$ cat config.mk
export PLATFORM = sky130hd
export DESIGN_NAME = imm_encode
export DESIGN_NICKNAME = d
export VERILOG_FILES = /design/src/rtl/imm_encode.sv
export SDC_FILE = /design/constraint.sdc
export NUM_CORES = 1
export LEC_CHECK = 0
export BUFFER_PORTS_ARGS = -buffer_cell sky130_fd_sc_hd__clkbuf_2
export CORE_UTILIZATION = 48
export DETAILED_ROUTE_END_ITERATION = 12
export PLACE_DENSITY = 0.74
export SYNTH_ARGS = -nofsm -noshare
export SYNTH_HDL_FRONTEND = slang
export SYNTH_SLANG_ARGS = --single-unit
$ cat constraint.sdc
create_clock -name clk -period 3 [get_ports clk]
set_clock_uncertainty 0.2 [all_clocks]
set_input_delay 0.6 -clock clk [delete_from_list [all_inputs] [get_ports clk]]
set_output_delay 0.6 -clock clk [all_outputs]
set_load 0.02 [all_outputs]
$ cat src/rtl/imm_encode.sv
// Immediate encoder: range-checks a sign-extended immediate for the I/S/B/J format
// and scatters it into an instruction word through a 2-stage valid/ready pipeline.
module imm_encode #(
  parameter int CNT_W = 16
) (
  input  logic             clk,
  input  logic             reset,
  input  logic             in_valid,
  output logic             in_ready,
  input  logic [1:0]       imm_src,
  input  logic [31:0]      imm,
  input  logic [31:0]      base,
  output logic             out_valid,
  input  logic             out_ready,
  output logic [31:0]      instr,
  output logic             imm_err,
  output logic [CNT_W-1:0] enc_count,
  output logic [CNT_W-1:0] err_count
);

  localparam logic [1:0]       FMT_I   = 2'b00;
  localparam logic [1:0]       FMT_S   = 2'b01;
  localparam logic [1:0]       FMT_B   = 2'b10;
  localparam logic [1:0]       FMT_J   = 2'b11;
  localparam logic [CNT_W-1:0] CNT_MAX = {CNT_W{1'b1}};
  localparam logic [CNT_W-1:0] CNT_ONE = CNT_W'(1);

  // Representable iff the bits above the format's sign bit all match it (B/J also need an even value).
  function automatic logic range_err(input logic [1:0] src, input logic [31:0] v);
    logic e;
    case (src)
      FMT_I, FMT_S: e = ~((&v[31:11]) | ~(|v[31:11]));
      FMT_B:        e = ~((&v[31:12]) | ~(|v[31:12])) | v[0];
      FMT_J:        e = ~((&v[31:20]) | ~(|v[31:20])) | v[0];
      default:      e = 1'b1;
    endcase
    return e;
  endfunction

  // Every immediate position of the format is overwritten, so no separate clear is needed.
  function automatic logic [31:0] encode(input logic [1:0] src, input logic [31:0] v,
                                         input logic [31:0] b);
    logic [31:0] w;
    w = b;
    case (src)
      FMT_I: w[31:20] = v[11:0];
      FMT_S: begin
        w[31:25] = v[11:5];
        w[11:7]  = v[4:0];
      end
      FMT_B: begin
        w[31]    = v[12];
        w[30:25] = v[10:5];
        w[11:8]  = v[4:1];
        w[7]     = v[11];
      end
      FMT_J: begin
        w[31]    = v[20];
        w[30:21] = v[10:1];
        w[20]    = v[11];
        w[19:12] = v[19:12];
      end
      default: w = b;
    endcase
    return w;
  endfunction

  logic        s1_valid_r;
  logic [1:0]  s1_src_r;
  logic [31:0] s1_imm_r;
  logic [31:0] s1_base_r;
  logic        s1_err_r;
  logic        s2_adv_s;
  logic        in_hs_s;
  logic        s1_mv_s;
  logic        out_hs_s;

  // Handshake and advance terms; in_ready depends combinationally on out_ready.
  always_comb begin
    s2_adv_s = ~out_valid | out_ready;
    in_ready = ~s1_valid_r | s2_adv_s;
    in_hs_s  = in_valid & in_ready;
    s1_mv_s  = s1_valid_r & s2_adv_s;
    out_hs_s = out_valid & out_ready;
  end

  // Stage 1: capture the beat and its range verdict.
  always_ff @(posedge clk) begin
    if (reset) begin
      s1_valid_r <= 1'b0;
      s1_src_r   <= 2'b00;
      s1_imm_r   <= 32'h0000_0000;
      s1_base_r  <= 32'h0000_0000;
      s1_err_r   <= 1'b0;
    end else if (in_hs_s) begin
      s1_valid_r <= 1'b1;
      s1_src_r   <= imm_src;
      s1_imm_r   <= imm;
      s1_base_r  <= base;
      s1_err_r   <= range_err(imm_src, imm);
    end else if (s1_mv_s) begin
      s1_valid_r <= 1'b0;
    end else begin
      s1_valid_r <= s1_valid_r;
    end
  end

  // Stage 2: encoded word; holds while stalled.
  always_ff @(posedge clk) begin
    if (reset) begin
      out_valid <= 1'b0;
      instr     <= 32'h0000_0000;
      imm_err   <= 1'b0;
    end else if (s1_mv_s) begin
      out_valid <= 1'b1;
      instr     <= encode(s1_src_r, s1_imm_r, s1_base_r);
      imm_err   <= s1_err_r;
    end else if (out_hs_s) begin
      out_valid <= 1'b0;
    end else begin
      out_valid <= out_valid;
    end
  end

  // Saturating statistics counters, counting the departing beat.
  always_ff @(posedge clk) begin
    if (reset) begin
      enc_count <= {CNT_W{1'b0}};
      err_count <= {CNT_W{1'b0}};
    end else if (out_hs_s) begin
      if (enc_count != CNT_MAX) enc_count <= enc_count + CNT_ONE;
      else                      enc_count <= enc_count;
      if (imm_err && (err_count != CNT_MAX)) err_count <= err_count + CNT_ONE;
      else                                   err_count <= err_count;
    end else begin
      enc_count <= enc_count;
      err_count <= err_count;
    end
  end

endmodule
==> flow_metrics.env <==
export IMPL_num_antenna_cells=0
export IMPL_ios=137
export IMPL_hold_start="imm[8]"
export IMPL_worst_slew_pin_transition_ps=681
export IMPL_crit_type="register to primary output"
export IMPL_syn2layout_area_growth_pct=27.5
export IMPL_ys_seq_area_share_pct=47.3
export IMPL_drt_iter0_markers=195
export IMPL_synth_top_family_by_area="simple AND/OR/NAND/NOR gates"
export IMPL_p_per_area_mw_per_mm2=657
export IMPL_slew_violations=0
export IMPL_place_inst=825
export IMPL_cts_setup_buffers=0
export IMPL_hold_buffers=0
export IMPL_grt_setup_unrepaired="no"
export IMPL_grt_pass1_vias=4049
export IMPL_die_area_mm2=0.0106
export IMPL_reg2reg_from="err_count[0]"
export IMPL_ys_ff_latch=116
export IMPL_grt_first_pass_wirelength_mm=19.0
export IMPL_cts_resized=0
export IMPL_finalCritPeriodShare_pct=78.1
export IMPL_crit_required_ps=2200
export IMPL_whs_endpoint="s1_imm_r[8]"
export IMPL_synth_compound_area_share_pct=15.8
export IMPL_cts_clk_slew_worst_paths_ps=50
export IMPL_reg2reg_depth=6
export IMPL_ant_nets=0
export IMPL_syn_avg_cell_area_um2=8.26
export IMPL_drive_above_1_share_pct=24.4
export IMPL_synth_xor_area_share_pct=5.00
export IMPL_worstPathArrival_ps=1540
export IMPL_fin_nets=787
export IMPL_layout_min_cycle_time_ps=2340
export IMPL_insertion_delay_ps=520
export IMPL_grt_max_degree=54
export IMPL_rrSetupSlack_ps=860
export IMPL_hpwl_mm=8.27
export IMPL_cts_tree="yes"
export IMPL_row_count=36
export IMPL_grt_overflow=0
export IMPL_firstDrtPassIters=4
export IMPL_fmax_mhz=427
export IMPL_port_buffers=129
export IMPL_ys_warn_count=0
export IMPL_status="finished clean"
export IMPL_end_kind="primary output"
export IMPL_drc=0
export IMPL_cap_violations=0
export IMPL_cts_root_buffer="clkbuf_8"
export IMPL_initial_core_util_pct=50.0
export IMPL_htreeDepth=4
export IMPL_post_drt_wl_per_cell_um=13.8
export IMPL_timing_hold_ws_ps=99.6
export IMPL_hold_viol_final=0
export IMPL_min_path_type="primary input to register"
export IMPL_syn_cell_area_mm2=0.00491
export IMPL_synth_simple_gate_area_share_pct=24.4
export IMPL_peakVddDrop_uv=334
export IMPL_place_gp_congestion=0.842
export IMPL_min_path_cells=3
export IMPL_fill_cells=893
export IMPL_slew_headroom_pct=54.6
export IMPL_worstPathMaxFanout=5
export IMPL_synth_distinct_cells=42
export IMPL_rr_endpoint="err_count[1]"
export IMPL_wirelength_mm=11.8
export IMPL_cts_buffers=17
export IMPL_antenna_found_initial=0
export IMPL_vias=4528
export IMPL_grt_usage_pct=23.4
export IMPL_finalSetupTns_ps=0
export IMPL_dieHeight_um=103
export IMPL_leakagePower_nw=2.55
export IMPL_core_area_mm2=0.00982
export IMPL_final_instance_count_excl_fill=857
export IMPL_cts_buffer_depth=2
export IMPL_setup_viol=0
export IMPL_clock_sinks=116
export IMPL_syn_inst=594
export IMPL_via_per_inst=5.28
export IMPL_startpoint_type="register"
export IMPL_synthesis_nets=670
export IMPL_muxShareOfSynthArea_pct=2.04
export IMPL_synth_adder_area_share_pct=1.53
export IMPL_die_w_um=103
-- layout by cell type, fill, tap and decap left out, types with 2 or more instances in the layout --
cell type and instances:
and3_1 8, nand3_1 13, nor4_1 6, nand2_1 141, inv_1 4, ha_1 6, a2111oi_4 3, xor2_1 19
buf_4 9, mux2i_1 10, and4_1 3, a31oi_1 2, dfxtp_1 116, o211ai_1 6, o21ai_0 9, o2111ai_1 3
a311oi_1 5, nor3_1 9, nor2_1 61, a211oi_1 17, clkbuf_1 3, clkbuf_8 4, nand4_1 13, a22oi_1 3
clkbuf_2 128, a21oi_1 68, xnor2_1 9, clkbuf_16 16, bufinv_16 5, clkinv_2 3, nor2b_1 5
-- cells by family (layout without fill, tap and decap cells) --
group,Yosys count,after routing
AO/OA/AOI/OAI,119,119
XOR/XNOR,28,28
adder cells (fa/ha/maj),6,6
buffers and inverters,43,173
flip-flops,116,116
multiplexers,10,10
AND/OR/NAND/NOR,272,272
-- area by class of cell --
cell class                 count  area (um2)  share of cell area, %
timing repair buffer         137         708                   11.3
sequential                   116        2320                   37.1
clock inverter                 9         174                   2.78
tap                          133         166                   2.66
inverter                       4        15.0                  0.240
clock buffer                  23         467                   7.46
multi-input combinational    435        2400                   38.4
-- through the flow --
step / util (%) / area, um2 / total power, mW / worst slack, ps
6_report: 63.7 / 6250 / 4.11 / 657
5_1_grt: 63.7 / 6250 / 4.25 / 523
4_1_cts: 63.7 / 6250 / 4.13 / 637
3_5_place_dp: 57.2 / 5610 / 1.97 / 694
3_3_place_gp: 57.2 / 5610 / 1.96 / 760
2_1_floorplan: - / 4910 / 1.85 / 958
-- power by group --
part	internal, mW	switching, mW
Combinational	0.109	0.186
Clock	1.50	0.678
Sequential	1.60	0.0365
-- routing by layer --
metal | vias to the layer above | routed length, um | GRT usage (%)
li1 | 2280 | - | -
met1 | 2098 | 5220 | 28.2
met2 | 137 | 5730 | 38.6
met3 | 13 | 664 | 7.93
met4 | 0 | 175 | 8.88
met5 | - | 0 | 0
-- worst max-delay path by stage --
stage,to,depth (start not counted),start
floorplan,enc_count[5],8,enc_count[0]
global placement,s1_imm_r[4],7,out_ready
detailed placement,s1_imm_r[7],7,out_ready
CTS,in_ready,3,out_valid
global route,in_ready,3,out_valid
finish,in_ready,3,out_valid
-- state kept, by name, summed over array words and instances, names as in the netlist --
signal / flops
instr: 32
s1_base_r: 25
s1_imm_r: 21
enc_count: 16
err_count: 16
s1_src_r: 2
imm_err: 1
out_valid: 1
s1_err_r: 1
s1_valid_r: 1
-- cells in the mapped netlist, drive strengths merged --
master / n / area share, %
nand4: 13 / 1.7
buf: 13 / 1.6
nor2: 61 / 4.7
a31oi: 2 / 0.25
mux2i: 10 / 2.0
a22oi: 3 / 0.46
ha: 6 / 1.5
o21ai: 9 / 0.92
nor4: 6 / 0.77
xnor2: 9 / 1.6
inv: 4 / 0.31
clkbuf: 26 / 2.0
nor3: 9 / 0.92
and3: 9 / 1.2
a311oi: 5 / 0.89
a211oi: 17 / 2.6
or3: 1 / 0.13
xor2: 19 / 3.4
o211ai: 6 / 0.92
and2: 3 / 0.38
or4: 1 / 0.18
nand3: 13 / 1.3
nand4b: 1 / 0.18
dfxtp: 116 / 47
or2: 1 / 0.13
nand2b: 1 / 0.13
nand2: 141 / 11
o41ai: 1 / 0.18
o2111ai: 3 / 0.54
a21oi: 68 / 6.9
a2111oi: 4 / 1.9
and4: 5 / 0.97
nor2b: 7 / 0.94
a222oi: 1 / 0.20
-- critical path, stage by stage (launching register included) --
cell,delay (ps)
dfxtp_1,400
nor2b_2,310
nand2_1,140
clkbuf_2,190
No activity file was read; power rests on OpenSTA's default activity.
